===== src/rtl/ahb_lite_master_if.sv =====
// Command/response handshake plus AHB-Lite bus signals of the single-transfer master.
// The master modport is the DUT view; the slave modport is the view of whatever drives it.
interface ahb_lite_master_if;
    logic        cmd_valid;
    logic        cmd_ready;
    logic        cmd_write;
    logic [31:0] cmd_addr;
    logic [63:0] cmd_wdata;
    logic        rsp_valid;
    logic        rsp_error;
    logic [63:0] rsp_rdata;
    logic [31:0] HADDR;
    logic [1:0]  HTRANS;
    logic        HWRITE;
    logic [2:0]  HSIZE;
    logic [2:0]  HBURST;
    logic [3:0]  HPROT;
    logic        HMASTLOCK;
    logic [63:0] HWDATA;
    logic        HREADY;
    logic        HRESP;
    logic [63:0] HRDATA;

    modport master (
        input  cmd_valid, cmd_write, cmd_addr, cmd_wdata, HREADY, HRESP, HRDATA,
        output cmd_ready, rsp_valid, rsp_error, rsp_rdata,
        output HADDR, HTRANS, HWRITE, HSIZE, HBURST, HPROT, HMASTLOCK, HWDATA
    );

    modport slave (
        output cmd_valid, cmd_write, cmd_addr, cmd_wdata, HREADY, HRESP, HRDATA,
        input  cmd_ready, rsp_valid, rsp_error, rsp_rdata,
        input  HADDR, HTRANS, HWRITE, HSIZE, HBURST, HPROT, HMASTLOCK, HWDATA
    );
endinterface


===== src/rtl/ahb_lite_master.sv =====
// AHB-Lite master issuing one non-pipelined 64-bit NONSEQ transfer per accepted command
// and reporting completion with a single-cycle response pulse.
module ahb_lite_master (
    input  logic              HCLK,
    input  logic              HRESET,
    ahb_lite_master_if.master bus
);
    typedef enum logic [1:0] {IDLE, ADDR, DATA, ERR} state_t;

    localparam logic [1:0] TRANS_IDLE   = 2'b00;
    localparam logic [1:0] TRANS_NONSEQ = 2'b10;

    state_t      state;
    logic        wr_lat;
    logic [63:0] wdata_lat;

    assign bus.HSIZE     = 3'b011;
    assign bus.HBURST    = 3'b000;
    assign bus.HPROT     = 4'h1;
    assign bus.HMASTLOCK = 1'b0;

    always_ff @(posedge HCLK) begin
        if (HRESET) begin
            state         <= IDLE;
            wr_lat        <= 1'b0;
            wdata_lat     <= '0;
            bus.cmd_ready <= 1'b0;
            bus.rsp_valid <= 1'b0;
            bus.rsp_error <= 1'b0;
            bus.rsp_rdata <= '0;
            bus.HADDR     <= '0;
            bus.HTRANS    <= TRANS_IDLE;
            bus.HWRITE    <= 1'b0;
            bus.HWDATA    <= '0;
        end else begin
            bus.rsp_valid <= 1'b0;
            bus.rsp_error <= 1'b0;
            case (state)
                IDLE: begin
                    // cmd_ready is low for the first cycle out of reset, so gate acceptance on it
                    if (bus.cmd_ready && bus.cmd_valid && bus.cmd_addr[2:0] == 3'b000) begin
                        state         <= ADDR;
                        bus.cmd_ready <= 1'b0;
                        wr_lat        <= bus.cmd_write;
                        wdata_lat     <= bus.cmd_wdata;
                        bus.HADDR     <= bus.cmd_addr;
                        bus.HWRITE    <= bus.cmd_write;
                        bus.HTRANS    <= TRANS_NONSEQ;
                    end else begin
                        bus.cmd_ready <= 1'b1;
                        if (bus.cmd_ready && bus.cmd_valid) begin
                            bus.rsp_valid <= 1'b1;
                            bus.rsp_error <= 1'b1;
                        end
                    end
                end
                ADDR: begin
                    if (bus.HREADY) begin
                        state      <= DATA;
                        bus.HTRANS <= TRANS_IDLE;
                        if (wr_lat) begin
                            bus.HWDATA <= wdata_lat;
                        end
                    end
                end
                DATA: begin
                    if (bus.HRESP) begin
                        // ERROR seen with HREADY already high is closed out like a normal ERR exit
                        if (bus.HREADY) begin
                            state         <= IDLE;
                            bus.cmd_ready <= 1'b1;
                            bus.rsp_valid <= 1'b1;
                            bus.rsp_error <= 1'b1;
                        end else begin
                            state <= ERR;
                        end
                    end else if (bus.HREADY) begin
                        state         <= IDLE;
                        bus.cmd_ready <= 1'b1;
                        bus.rsp_valid <= 1'b1;
                        if (!wr_lat) begin
                            bus.rsp_rdata <= bus.HRDATA;
                        end
                    end
                end
                ERR: begin
                    if (bus.HREADY) begin
                        state         <= IDLE;
                        bus.cmd_ready <= 1'b1;
                        bus.rsp_valid <= 1'b1;
                        bus.rsp_error <= 1'b1;
                    end
                end
                default: begin
                    state <= IDLE;
                end
            endcase
        end
    end
endmodule


===== src/flat_wrapper.sv =====
// flat-port wrapper written by rule: the top's interface ports become plain ports
module ahb_lite_master_flat 
  (HCLK, HRESET, bus_cmd_valid, bus_cmd_write, bus_cmd_addr, bus_cmd_wdata, bus_HREADY, bus_HRESP, bus_HRDATA, bus_cmd_ready, bus_rsp_valid, bus_rsp_error, bus_rsp_rdata, bus_HADDR, bus_HTRANS, bus_HWRITE, bus_HSIZE, bus_HBURST, bus_HPROT, bus_HMASTLOCK, bus_HWDATA);
  ahb_lite_master_if bus_i ();
  input  logic HCLK;
  input  logic HRESET;
  input wire logic [$bits(bus_i.cmd_valid)-1:0] bus_cmd_valid;
  input wire logic [$bits(bus_i.cmd_write)-1:0] bus_cmd_write;
  input wire logic [$bits(bus_i.cmd_addr)-1:0] bus_cmd_addr;
  input wire logic [$bits(bus_i.cmd_wdata)-1:0] bus_cmd_wdata;
  input wire logic [$bits(bus_i.HREADY)-1:0] bus_HREADY;
  input wire logic [$bits(bus_i.HRESP)-1:0] bus_HRESP;
  input wire logic [$bits(bus_i.HRDATA)-1:0] bus_HRDATA;
  output wire logic [$bits(bus_i.cmd_ready)-1:0] bus_cmd_ready;
  output wire logic [$bits(bus_i.rsp_valid)-1:0] bus_rsp_valid;
  output wire logic [$bits(bus_i.rsp_error)-1:0] bus_rsp_error;
  output wire logic [$bits(bus_i.rsp_rdata)-1:0] bus_rsp_rdata;
  output wire logic [$bits(bus_i.HADDR)-1:0] bus_HADDR;
  output wire logic [$bits(bus_i.HTRANS)-1:0] bus_HTRANS;
  output wire logic [$bits(bus_i.HWRITE)-1:0] bus_HWRITE;
  output wire logic [$bits(bus_i.HSIZE)-1:0] bus_HSIZE;
  output wire logic [$bits(bus_i.HBURST)-1:0] bus_HBURST;
  output wire logic [$bits(bus_i.HPROT)-1:0] bus_HPROT;
  output wire logic [$bits(bus_i.HMASTLOCK)-1:0] bus_HMASTLOCK;
  output wire logic [$bits(bus_i.HWDATA)-1:0] bus_HWDATA;
  assign bus_i.cmd_valid = bus_cmd_valid;
  assign bus_i.cmd_write = bus_cmd_write;
  assign bus_i.cmd_addr = bus_cmd_addr;
  assign bus_i.cmd_wdata = bus_cmd_wdata;
  assign bus_i.HREADY = bus_HREADY;
  assign bus_i.HRESP = bus_HRESP;
  assign bus_i.HRDATA = bus_HRDATA;
  assign bus_cmd_ready = bus_i.cmd_ready;
  assign bus_rsp_valid = bus_i.rsp_valid;
  assign bus_rsp_error = bus_i.rsp_error;
  assign bus_rsp_rdata = bus_i.rsp_rdata;
  assign bus_HADDR = bus_i.HADDR;
  assign bus_HTRANS = bus_i.HTRANS;
  assign bus_HWRITE = bus_i.HWRITE;
  assign bus_HSIZE = bus_i.HSIZE;
  assign bus_HBURST = bus_i.HBURST;
  assign bus_HPROT = bus_i.HPROT;
  assign bus_HMASTLOCK = bus_i.HMASTLOCK;
  assign bus_HWDATA = bus_i.HWDATA;
  ahb_lite_master u_core (.HCLK(HCLK), .HRESET(HRESET), .bus(bus_i));
endmodule

===== config.mk =====
export PLATFORM = sky130hd
export DESIGN_NAME = ahb_lite_master_flat
export DESIGN_NICKNAME = d
export VERILOG_FILES = /design/src/rtl/ahb_lite_master_if.sv /design/src/rtl/ahb_lite_master.sv /design/src/flat_wrapper.sv
export SDC_FILE = /design/constraint.sdc
export NUM_CORES = 1
export LEC_CHECK = 0
export CAP_MARGIN = 20
export CORE_ASPECT_RATIO = 0.5
export CORE_UTILIZATION = 49
export DETAILED_ROUTE_END_ITERATION = 10
export PLACE_DENSITY = 0.86
export SKIP_LAST_GASP = 1
export SLEW_MARGIN = 10
export SYNTH_ARGS = -nofsm -noshare
export SYNTH_HDL_FRONTEND = slang
export SYNTH_SLANG_ARGS = --single-unit

===== constraint.sdc =====
create_clock -name HCLK -period 2.7 [get_ports HCLK]
set_input_delay 0.27 -clock HCLK [delete_from_list [all_inputs] [get_ports HCLK]]
set_output_delay 0.27 -clock HCLK [all_outputs]
set_load 0.05 [all_outputs]

### After elaboration in Yosys (flattened, before gate mapping)

Cells that the tools add are included.

| word-level totals | value |
|---|---|
| register bits | 232 |
| input bits | 166 |
| word-level logic and storage cells | 49 |

| cells by class | value |
|---|---|
| eq/ne operators | 6 |
| mux-type cells | 18 |
| bitwise operators | 2 |
| reductions and logical operators | 13 |

Operators by type and width:

| operator | count |
|---|---|
| 2-bit two-way mux | 7 |
| 2-bit one-hot mux with 4 select lines | 1 |
| 1-bit two-way mux | 6 |
| 2-bit AND reduction | 3 |
| 3-bit AND reduction | 2 |
| 2-bit equality test, second input constant | 2 |
| 2-bit by 1-bit != test with 1-bit output, second input constant | 2 |
| 1-bit one-hot mux with 2 select lines | 2 |
| 2-bit one-hot mux with 2 select lines | 1 |
| 4-bit AND reduction | 1 |
| 2-bit nonzero test | 2 |
| 3-bit logical NOT | 1 |
| 1-bit one-hot mux with 3 select lines | 1 |
| 2-bit by 1-bit equality test with 1-bit output, second input constant | 1 |
| 1-bit logical AND | 2 |
| 2-bit logical NOT | 1 |
| 2-bit != test, second input constant | 1 |
| 1-bit NOT | 2 |
| 2-bit OR reduction | 1 |

### Longest topological paths before layout

Gate-level depths: netlist of run 1.

| depth | value |
|---|---|
| word-level depth | 4 |
| mapped depth | 7 |
| depth with buffers taken out | 3 |

### Worst setup path before layout of run 1

OpenSTA, ideal clock, no wires.

| path | value |
|---|---|
| path kind | flip-flop to flip-flop |
| start | reg u_core.bus.cmd_ready |
| end | reg u_core.wdata_lat[38] |
| library setup time | 0.072 ns |
| arrival | 1.514 ns |
| required time | 2.628 ns |
| setup slack | 1.114 ns |
| cell stages (with the launch flop) | 6 |
| period minus slack after synthesis | 1.586 ns |
| path through | dfxtp_1 and4_1 buf_6 buf_8 buf_8 mux2i_1 |

| between the ends | value |
|---|---|
| longest elaborated chain between the ends | 3 |

Ends and longest elaborated chain:

| what | line | RTL |
|---|---|---|
| start, declared | ahb_lite_master_if.sv:26 | `output cmd_ready, rsp_valid, rsp_error, rsp_rdata,` |
| start signal, assigned | ahb_lite_master.sv:27 | `bus.cmd_ready <= 1'b0;` |
| start signal, assigned | ahb_lite_master.sv:43 | `bus.cmd_ready <= 1'b0;` |
| start signal, assigned | ahb_lite_master.sv:50 | `bus.cmd_ready <= 1'b1;` |
| 1-bit logical AND (2 in series) | ahb_lite_master.sv:41 | `if (bus.cmd_ready && bus.cmd_valid && bus.cmd_addr[2:0] == 3'b000) begin` |
| 2-bit AND reduction (no line) | -- |  |
| end signal, assigned | ahb_lite_master.sv:45 | `wdata_lat <= bus.cmd_wdata;` |
| end, declared | ahb_lite_master.sv:15 | `logic [63:0] wdata_lat;` |

Every way passes these cells.
A chain may end at the register's enable or synchronous reset.

==> results of run 1 <==
## cells in the mapped netlist (all sizes together)
| cell | instances | share of area |
|---|---|---|
| o211ai | 1 | 0.00077 |
| a221oi | 1 | 0.00090 |
| nand3b | 1 | 0.00077 |
| nand4b | 2 | 0.0018 |
| conb | 2 | 0.00077 |
| nor4 | 1 | 0.00065 |
| nand2 | 130 | 0.050 |
| and4 | 1 | 0.00090 |
| nor3 | 1 | 0.00052 |
| nor3b | 3 | 0.0028 |
| buf | 47 | 0.038 |
| a211oi | 1 | 0.0013 |
| nand2b | 317 | 0.20 |
| nand4 | 1 | 0.00065 |
| or2 | 1 | 0.00065 |
| a21oi | 69 | 0.036 |
| dfxtp | 231 | 0.48 |
| clkbuf | 42 | 0.016 |
| inv | 1 | 0.00039 |
| mux2i | 158 | 0.16 |
| nor2 | 2 | 0.0015 |
| and4b | 1 | 0.0010 |
## flip-flops by register name (all words and copies together), names as in the netlist
register / count
u_core.bus.HWDATA: 64
u_core.bus.rsp_valid: 1
u_core.bus.cmd_ready: 1
u_core.bus.HTRANS: 1
u_core.wdata_lat: 64
u_core.bus.HADDR: 32
u_core.wr_lat: 1
u_core.bus.rsp_error: 1
u_core.state: 2
u_core.bus.rsp_rdata: 64
## layout make-up
cell class | count | area, sq um
fill | 1389 | 5140
sequential | 231 | 4620
multi-input combinational | 703 | 4590
timing repair buffer | 344 | 3500
clock buffer | 29 | 586
tap | 259 | 324
clock inverter | 6 | 111
inverter | 1 | 3.75
## final timing paths
check | from | endpoint | slack, ns | depth (start not counted)
max | u_core.wr_lat | bus_HWRITE | 0.62 | 1
min | HRESET | u_core.bus.HWDATA[57] | 0.20 | 2
max reg2reg | u_core.state[1] | u_core.bus.rsp_rdata[19] | 0.90 | 4
min reg2reg | u_core.wdata_lat[11] | u_core.bus.HWDATA[11] | 0.45 | 2
## layer usage
metal,global-route usage,vias up
met3,0.0605,45
li1,-,3799
met5,0,-
met1,0.260,3578
met2,0.424,185
met4,0.0693,0
## power groups by stage
| stage | registers [uW] | logic (uW) | clock network [uW] |
|---|---|---|---|
| floorplan | 3550 | 269 | 0 |
| global placement | 3520 | 576 | 0 |
| detailed placement | 3520 | 587 | 0 |
| CTS | 3440 | 589 | 3140 |
| global route | 3440 | 628 | 3310 |
| finish | 3440 | 586 | 3090 |
## kinds of logic (layout without fill, tap and decap cells)
family | count (synthesis) | after routing | share of synthesized area
AND/OR/NAND/NOR | 461 | 461 | 0.266
flip-flops | 231 | 231 | 0.477
multiplexers | 158 | 158 | 0.163
buffers and inverters | 90 | 380 | 0.0542
AO/OA/AOI/OAI | 72 | 72 | 0.0386
other | 2 | 12 | 0.000775
## stage by stage
step,worst slack (ns),cells,power (uW),instance area [sq um],util
global route,0.587,1573,7370,13700,0.728
detailed placement,0.550,1538,4110,13000,0.691
finish,0.620,1573,7110,13700,0.728
floorplan,1.11,1024,3820,9730,-
CTS,0.608,1573,7170,13700,0.728
global placement,0.646,1538,4090,13000,0.691
## placed cells by master, fill, tap and decap left out, types with 2 or more instances in the layout
cell type,instances
nand4b_1,2
clkdlybuf4s50_1,329
buf_4,7
a21oi_1,69
bufinv_16,3
clkbuf_1,5
dfxtp_1,231
clkbuf_16,21
clkbuf_8,3
nand2b_1,317
nand2_1,130
conb_1,12
buf_12,7
mux2i_1,158
clkinv_2,2
nor3b_1,2
==> out/qor.yml, run 1 <==
arrival_ns: 1.81
via_count: 7607
tritoncts: "yes"
die_w_um: 201
grt_max_degree: 106
cts.repair.resized: 0
die-area_sq_mm: 0.0204
wirelength_um: 24300
required_ns: 2.43
remaining_drc_errors: 0
path_delay_family: "buffers and inverters"
cp_cell_sequence: "clkdlybuf4s50_1"
postCtsHoldBufs: 0
wl_met3_um: 1430
fin_crit_ns: 2.08
drtIter0Drc: 353
grt_pass1_vias: 7734
p_per_area_mw_per_mm2: 518
maxCapViolations: 0
max_freq_mhz: 481
drtAntennaViolNets: 0
rsz0062_at_grt: "false"
p_int_uw: 5580
area_growth_syn_to_layout_pct: 41.7
clock_skew_ns: 0.00580
hold_violations: 0
leakage_uw: 0.00461
place_hpwl_um: 17400
slowest_stage: "clkdlybuf4s50_1"
p_comb_frac: 0.082
htree_num_levels: 1
nNetsFinal: 1468
ios: 343
ys_seq_area_frac: 0.477
antenna_found_initial: 0
cts_sinks: 231
route.met2.wl_um: 12400
clk_path_buf_depth: 3
worst_setup_path_start_kind: "register"
chipHeight_um: 101
ir_worst_vdd_mv: 0.361
synth_cell_types: 28
synth_area_per_cell_sq_um: 9.56
sequentialPowerShare: 0.484
portBuffers: 330
drive_above_1_share: 0.0396
clk_latency_ns: 0.49
cts_root_buf: "clkbuf_16"
place.gp.congestion: 0.770
grt_use_total: 0.228
synth_cells: 1014
power_frac_clock: 0.434
status: "finished, final reports clean"
core_sq_mm: 0.0189
netSwitchingPower_uw: 1530
post-route-period-util: 0.770
synth_seq_cells: 231
row_count: 35
swShare: 0.215
slew_headroom: 0.597
routed_via_density: 4.84
met1_length_um: 9880
hold_class: "in2reg"
crit_buf_inv: 1
cp_max_fo: 5
initial_utilization: 0.514
tightest_slew_ns: 0.602
cts_setup_buffers: 0
setup_tns_ns: 0
antenna_cells: 0
whs_ns: 0.200
overflow: 0
clkSlewWorstSetupHoldPaths_ns: 0.07
grt_pass1_wl_um: 38100
crit_type: "reg2out"
synthesis.area_sq_mm: 0.00969
cpPeakStageDelay_ns: 0.88
firstDrtPassIters: 5
critPathCaptureType: "output pin"
yosys_warnings: 0
top_layer: "met4"
slew_viol_final: 0
post_drt_wl_per_cell_um: 15.4
setup_violations: 0
cts-buffers-inserted: 21
Power figures use the tool's default switching activity.
==> run 2, diff against run 1 <==
- CORE_UTILIZATION: 49 -> 45
- PLACE_DENSITY: 0.86 -> 0.8
- clock period: 2.7 -> 2.2 ns (I/O delays scaled with it)
==> out/qor.yml, run 2 (synthesized netlist as in run 1, its figures left out) <==
status: "finished, final reports clean"  # unchanged
final_common_cell: "clkdlybuf4s50_1"  # unchanged
overflow: 0  # unchanged
slew_headroom: 0.605  # was 0.597
crit_buf_inv: 1  # unchanged
cts_root_buf: "clkbuf_16"  # unchanged
cp_cell_sequence: "clkdlybuf4s50_1"  # unchanged
cts-buffers-inserted: 22  # was 21
slowest_stage: "clkdlybuf4s50_1"  # unchanged
r2r-start: "u_core.state[1]"  # unchanged
path_delay_family: "buffers and inverters"  # unchanged
n_fill_cell: 1656  # was 1389
cp_max_fo: 5  # unchanged
maxCapViolations: 0  # unchanged
core_sq_mm: 0.0208  # was 0.0189 sq mm
routed_via_density: 4.80  # was 4.84
rsz0062_at_grt: "false"  # unchanged
cpPeakStageDelay_ns: 0.87  # was 0.88 ns
nNetsFinal: 1471  # was 1468
cts_setup_buffers: 0  # unchanged
setup_tns_ns: 0  # unchanged
place_hpwl_um: 17200  # was 17400 um
area_growth_syn_to_layout_pct: 42.5  # was 41.7%
die-area_sq_mm: 0.0222  # was 0.0204 sq mm
tightest_slew_ns: 0.588  # was 0.602 ns
post_drt_wl_per_cell_um: 15.4  # about the same
hold_class: "in2reg"  # unchanged
layout_common_cells: "clkdlybuf4s50_1, nand2b_1, dfxtp_1, mux2i_1, nand2_1"  # unchanged
hold_path_end: "u_core.bus.HWDATA[61]"  # was u_core.bus.HWDATA[57]
grt_pass1_vias: 7680  # was 7734
htree_num_levels: 1  # unchanged
dpl_cell_area_sq_mm: 0.0131  # was 0.0130 sq mm
setup_violations: 0  # unchanged
grt_use_total: 0.217  # was 0.228
cts_sinks: 231  # unchanged
crit_type: "reg2out"  # unchanged
grt_max_degree: 101  # was 106
postCtsHoldBufs: 0  # unchanged
clock_skew_ns: 0.0108  # was 0.00580 ns
hold_violations: 0  # unchanged
p_per_area_mw_per_mm2: 627  # was 518 mW/mm^2
clkSlewWorstSetupHoldPaths_ns: 0.07  # about the same
power_frac_clock: 0.429  # was 0.434
required_ns: 1.98  # was 2.43 ns
firstDrtPassIters: 6  # was 5
arrival_ns: 1.80  # was 1.81 ns
remaining_drc_errors: 0  # unchanged
ir_worst_vdd_mv: 0.424  # was 0.361 mV
drtIter0Drc: 389  # was 353
post-route-period-util: 0.917
die_w_um: 210  # was 201 um
slew_viol_final: 0  # unchanged
r2r_setup_slack_ns: 0.38  # was 0.90 ns
drive_above_1_share: 0.0418  # was 0.0396
grt_pass1_wl_um: 38800  # was 38100 um
ios: 343  # unchanged
min_from: "HRESET"  # unchanged
tritoncts: "yes"  # unchanged
wirelength_um: 24500  # was 24300 um
sequentialPowerShare: 0.488  # was 0.484
design_area_sq_mm: 0.0138  # was 0.0137 sq mm
antenna_found_initial: 0  # unchanged
critPathCaptureType: "output pin"  # unchanged
leakage_uw: 0.00463  # was 0.00461 uW
antenna_cells: 0  # unchanged
max_freq_mhz: 496
row_count: 37  # was 35
clk_path_buf_depth: 3  # unchanged
fin_crit_ns: 2.02
via_count: 7631  # was 7607
drtAntennaViolNets: 0  # unchanged
r2r_cells: 5  # was 4
swShare: 0.221  # was 0.215
cts.repair.resized: 0  # unchanged
initial_utilization: 0.465  # was 0.514
netSwitchingPower_uw: 1910  # was 1530 uW
chipHeight_um: 106  # was 101 um
hold-path-cell-count: 2  # unchanged
worstReg2RegEnd: "u_core.bus.rsp_rdata[11]"  # was u_core.bus.rsp_rdata[19]
place.gp.congestion: 0.794  # was 0.770
portBuffers: 330  # unchanged
p_comb_frac: 0.083  # was 0.082
clk_latency_ns: 0.51  # was 0.49 ns
worst_setup_path_start_kind: "register"  # unchanged
p_int_uw: 6740  # was 5580 uW
largestRegisters: "u_core.bus.HWDATA: 64 flops, u_core.bus.rsp_rdata: 64 flops, u_core.wdata_lat: 64 flops"  # unchanged
## run 2: cell count changes in the layout (fill, tap and decap cells not counted), moves of 2 or more
cell       before  now
buf_4           7    5
bufinv_16       3    0
clkbuf_16      21   23
clkbuf_8        3    6
buf_12          7   11
## run 2: worst max path at each step
stage                    startpoint  slack (ns)                    to  cells past startpoint
6_report              u_core.wr_lat        0.18            bus_HWRITE                      1
5_1_grt        u_core.bus.cmd_ready        0.12         bus_cmd_ready                      1
4_1_cts               u_core.wr_lat        0.15            bus_HWRITE                      1
3_5_place_dp        bus_cmd_addr[0]        0.13  u_core.bus.HADDR[21]                      5
3_3_place_gp        bus_cmd_addr[0]        0.19  u_core.bus.HADDR[26]                      5
2_1_floorplan  u_core.bus.cmd_ready        0.61  u_core.wdata_lat[38]                      5
## run 2: per-layer routing
layer	vias to the layer above	track usage	routed length [um]
li1	3804	-	-
met1	3585	0.252	10200
met5	-	0	0
met3	56	0.0545	1300
met4	0	0.0777	906
met2	186	0.387	12100
## run 2: layout make-up
cell class,instances,area (sq um),share of cell area
Clock buffer,33,673,0.0487
Sequential cell,231,4620,0.335
Inverter,1,3.75,0.000272
Timing Repair Buffer,346,3560,0.258
Tap cell,273,342,0.0247
Multi-Input combinational cell,703,4590,0.332
Clock inverter,2,13.8,0.000997
## run 2: power groups by stage
stage	clock network, uW	logic [uW]	registers (uW)
after detailed placement	0	722	4320
after CTS	3810	725	4220
after global placement	0	711	4320
after floorplan	0	330	4350
after global routing	3970	773	4220
final	3710	723	4220
## run 2: per-stage QoR
step,hold slack [ns],util,total power (uW),setup WS (ns),cells
CTS,0.127,0.663,8760,0.153,1589
global placement,0.436,0.630,5030,0.193,1554
floorplan,0.375,-,4680,0.614,1024
global route,0.152,0.663,8970,0.121,1589
detailed placement,0.444,0.630,5040,0.127,1554
finish,0.133,0.663,8660,0.183,1589
==> edit 1, RTL diff (config.mk and constraints of run 2) <==
Encoding of `state_t`: now one-hot (4 bits for 4 states).
--- a/src/rtl/ahb_lite_master.sv
+++ b/src/rtl/ahb_lite_master.sv
@@ -7,3 +7,3 @@
 );
-    typedef enum logic [1:0] {IDLE, ADDR, DATA, ERR} state_t;
+    typedef enum logic [3:0] {IDLE = 4'b0001, ADDR = 4'b0010, DATA = 4'b0100, ERR = 4'b1000} state_t;
 
Formal check against the unedited RTL: no difference found for any inputs over 4 cycles, from zero or initial values and one cycle with HRESET high; so few cycles prove little.
==> edit 1 against run 2 <==
Cell area increased by 1.2%. Total power is 3.3% higher. Sequential cell count increased by 2. Synthesized area grew 0.71%. First-iteration DRC count up 40%. Wire length is 0.52% higher. Via count rose by 2.3%. Clock power is 7.8% higher. Synthesized cell count decreased by 3.5%. Worst setup slack lost 0.042 ns. Critical path depth increased by 1.
==> edit 1: results (changes against run 2) <==
ys_seq_area_share_pct: 47.8  # +0.074 points
met2_length_um: 12300  # +1.9%
r2r_end: "u_core.bus.HADDR[17]"
ys_types: 35  # +25%
combPwrFrac_pct: 7.7  # -0.6 points
holdPathEnd: "u_core.bus.rsp_valid"
dp_slack_ns: 0.0784  # -0.0483 ns
syn_area_per_cell_sq_um: 9.97  # +4.3%
grt_pass1_wl_um: 38600  # -0.48%
synth.area.mux_share_pct: 16.2  # -0.11 points
dr.pass1.iters: 5  # -1
status: "complete, no violations"
max_freq_ghz: 0.486  # -2.1%
gr-usage-met3_pct: 5.17  # -0.28 points
wl_met1_um: 10300  # +1.1%
reg2reg_from: "u_core.state[3]"
grt_max_degree: 85  # -16%
gp_congestion: 0.793  # -0.20%
met3RoutedLength_um: 1340  # +3.1%
worstPathArrival_ns: 1.84  # +0.04 ns
synthTopCellsByArea: "dfxtp_1 48%, mux2i_1 16%, nand2b_1 16%"
layout-drive-gt1-share_pct: 5.00  # +0.82 points
ir_drop_v: 0.000501  # +18%
grtUsageMet1_pct: 25.1  # -0.14 points
finClkSkew_ns: 0.00712  # -0.00371 ns
placed_area_sq_mm: 0.0132  # +0.60%
yosys-top-cells-count: "252 x nand2b_1, 233 x dfxtp_1, 158 x mux2i_1, 66 x a21oi_1, 65 x nand3_1"
power_mw: 8.94  # +3.3%
routed_wl_um: 24700  # +0.52%
hold_ws_ns: 0.155  # +0.0218 ns
synth-compound-area-share_pct: 7.45  # +3.6 points
synth_xor_area_share_pct: 0.179  # +0.18 points
layout.cells.non_filler: 1572  # -1.1%
drt_iter0_drc: 543  # +40%
-- edit 1: cell count changes in the layout (fill, tap and decap cells not counted), sizes merged, moves of 3 or more --
cell / change
a21oi: -3
buf: +5
nand2: -129
nand2b: -65
nand3: +65
nor3b: +3
nor4b: +5
o21ai: +68
-- edit 1: worst max path at each step --
stage / endpoint / cells after the start
3_3_place_gp: u_core.bus.HADDR[19] / 6
4_1_cts: bus_HWRITE / 2
2_1_floorplan: u_core.bus.rsp_rdata[10] / 5
6_report: bus_HWRITE / 2
3_5_place_dp: u_core.bus.HADDR[23] / 6
5_1_grt: bus_HWRITE / 2
-- edit 1: area by class of cell --
type                       instances  area [sq um]
fill                            1673          6960
sequential                       233          4660
multi-input combinational        658          4520
timing repair buffer             351          3650
clock buffer                      34           697
tap                              292           365
clock inverter                     4          70.1
-- edit 1: critical path: stages, from the launching register on --
cell	delay, ns
dfxtp_1	0.32
buf_4	0.15
clkdlybuf4s50_1	0.86
==> edit 2, RTL diff (flow settings as in run 2) <==
Without the edit above. Make the reset (`HRESET`) asynchronous in one clocked block.
--- a/src/rtl/ahb_lite_master.sv
+++ b/src/rtl/ahb_lite_master.sv
@@ -21,3 +21,3 @@
 
-    always_ff @(posedge HCLK) begin
+    always_ff @(posedge HCLK or posedge HRESET) begin
         if (HRESET) begin
Formal check against the unedited RTL: differs if HRESET is asserted again (counterexample within 4 cycles, from zero or initial values and one cycle with HRESET high); with HRESET held inactive, the same outputs for 4 cycles.
==> edit 2 against run 2 <==
Synthesized area is 9.9% lower. Worst setup slack worse by 0.0050 ns. Cell count is 29% lower. Clock skew is 0.0020 ns lower. Wire length is 16% lower. Fmax down 0.25%. Die area is 9.8% lower. Cell area decreased by 5.4%. Sequential cell count unchanged. First-iteration DRC count shrank 57%. Critical path depth unchanged. Register-to-register slack better by 0.09 ns. Synthesized cell count shrank 49%.
Power is not compared: it rests on default switching activity, and its combinational part moved more than twofold at a synthesized area within 25%.
==> edit 2: results (changes against run 2) <==
status: "complete, no violations"
hold_ws_ns: 0.0227  # -0.110 ns
synthTopCellsByArea: "dfrtp_1 66%, mux2_2 26%, mux2_4 1.7%"
reg.largest.list: "u_core.bus.HWDATA: 64 flops, u_core.bus.rsp_rdata: 64 flops, u_core.wdata_lat: 64 flops"
layout-drive-gt1-share_pct: 30.3  # +26 points
max_stage_delay_ns: 0.86
ys_types: 23  # -18%
worstPathArrival_ns: 1.80  # about the same
seqPwrFrac_pct: 33.4
hpwl_um: 14900  # -13%
clk_pin_slew_ns: 0.06
n_antenna_cell: 0  # unchanged
cp_top_family: "buffers and inverters"
async_flop_share_pct: 100  # +100 points
met2_length_um: 11000  # -8.9%
vias: 5410  # -29%
numCtsBuffers: 21  # -4.5%
yosys-top-cells-count: "231 x dfrtp_1, 204 x mux2_2, 14 x buf_2, 12 x buf_4, 10 x mux2_4"
cts-root-buf: "clkbuf_16"
hp-class: "input pin to async pin"
r2r_setup_slack_ns: 0.47  # +0.09 ns
grtUsageTotal_pct: 20.6  # -1.0 points
drt_iter0_drc: 167  # -57%
grt_pass1_vias: 5687  # -26%
io_buffers: 330  # unchanged
placed_area_sq_mm: 0.0123  # -6.0%
gp_congestion: 0.827  # +4.1%
grt_pass1_wl_um: 31700  # -18%
ir_drop_v: 0.000710
top_layer: "met4"
crit_fanout: 4  # -1
nets: 1018  # -31%
cts.path.max_buffers: 3  # unchanged
synth_most_common_cell: "dfrtp_1"
yosys_warnings: 0  # unchanged
grt_max_degree: 110  # +8.9%
cts_resized: 0  # unchanged
antenna_found_initial: 0  # unchanged
dr.pass1.iters: 4  # -2
worst_pin_slew_ns: 0.571  # -0.0177 ns
routed_wl_um: 20600  # -16%
cts_htree_levels: 1  # unchanged
finClkSkew_ns: 0.00886  # -0.00197 ns
seq-power_mw: 6.82
p_leak_nw: 5.79
wl_met1_um: 8000  # -22%
ys_seq_area_share_pct: 66.2  # +19 points
comb_cell_power_mw: 9.73
met3RoutedLength_um: 1030  # -21%
worstSkewPairLatency_ns: 0.50
==> edit 2: changes by cell type after synthesis, moves of 41 or more <==
cell	delta
a21oi_1	-66
clkbuf_1	-41
dfxtp_1	-231
mux2_2	+204
mux2i_1	-158
nand2b_1	-315
nand2_1	-125
dfrtp_1	+231
==> edit 2: worst paths after layout <==
check                                          from                    to  cells past startpoint
worst max-delay path              u_core.bus.HWRITE            bus_HWRITE                      1
worst min-delay path                         HRESET   u_core.bus.HADDR[7]                      2
worst max register to register      u_core.state[0]  u_core.wdata_lat[25]                      4
worst min register to register  u_core.bus.HADDR[2]   u_core.bus.HADDR[2]                      1
max in group asynchronous                    HRESET  u_core.wdata_lat[23]                      3
min in group HCLK                  bus_cmd_wdata[1]   u_core.wdata_lat[1]                      2
==> edit 2: kinds of logic (layout without fill, tap and decap cells) <==
logic type      count (synthesis)  after routing  share of synthesized area [%]
compound gates                  5              5                          0.287
buf+inv                        36            377                           2.95
flops                         231            231                           66.2
mux                           222            222                           29.1
other cells                     2             12                         0.0860
simple gates                   18             18                           1.40
==> edit 2: metal layers <==
layer | track usage, % | up-vias
met5 | 0 | -
met4 | 6.39 | 0
met3 | 4.32 | 44
met2 | 37.7 | 150
met1 | 24.6 | 2772
li1 | - | 2444
==> edit 2: final cells by class <==
cell class	instances	area, sq um
Sequential cell	231	5780
Fill cell	1312	5630
Timing Repair Buffer	340	3490
Multi-Input combinational cell	257	2740
Clock buffer	26	574
Tap cell	259	324
Clock inverter	10	154
Inverter	1	7.51
==> edit 2: through the flow <==
step	utilization [%]	cells	setup WS [ns]
global placement	66.0	1088	0.212
global route	69.9	1124	0.140
CTS	69.9	1124	0.165
detailed placement	66.0	1088	0.184
floorplan	-	524	-1.04
finish	69.9	1124	0.178
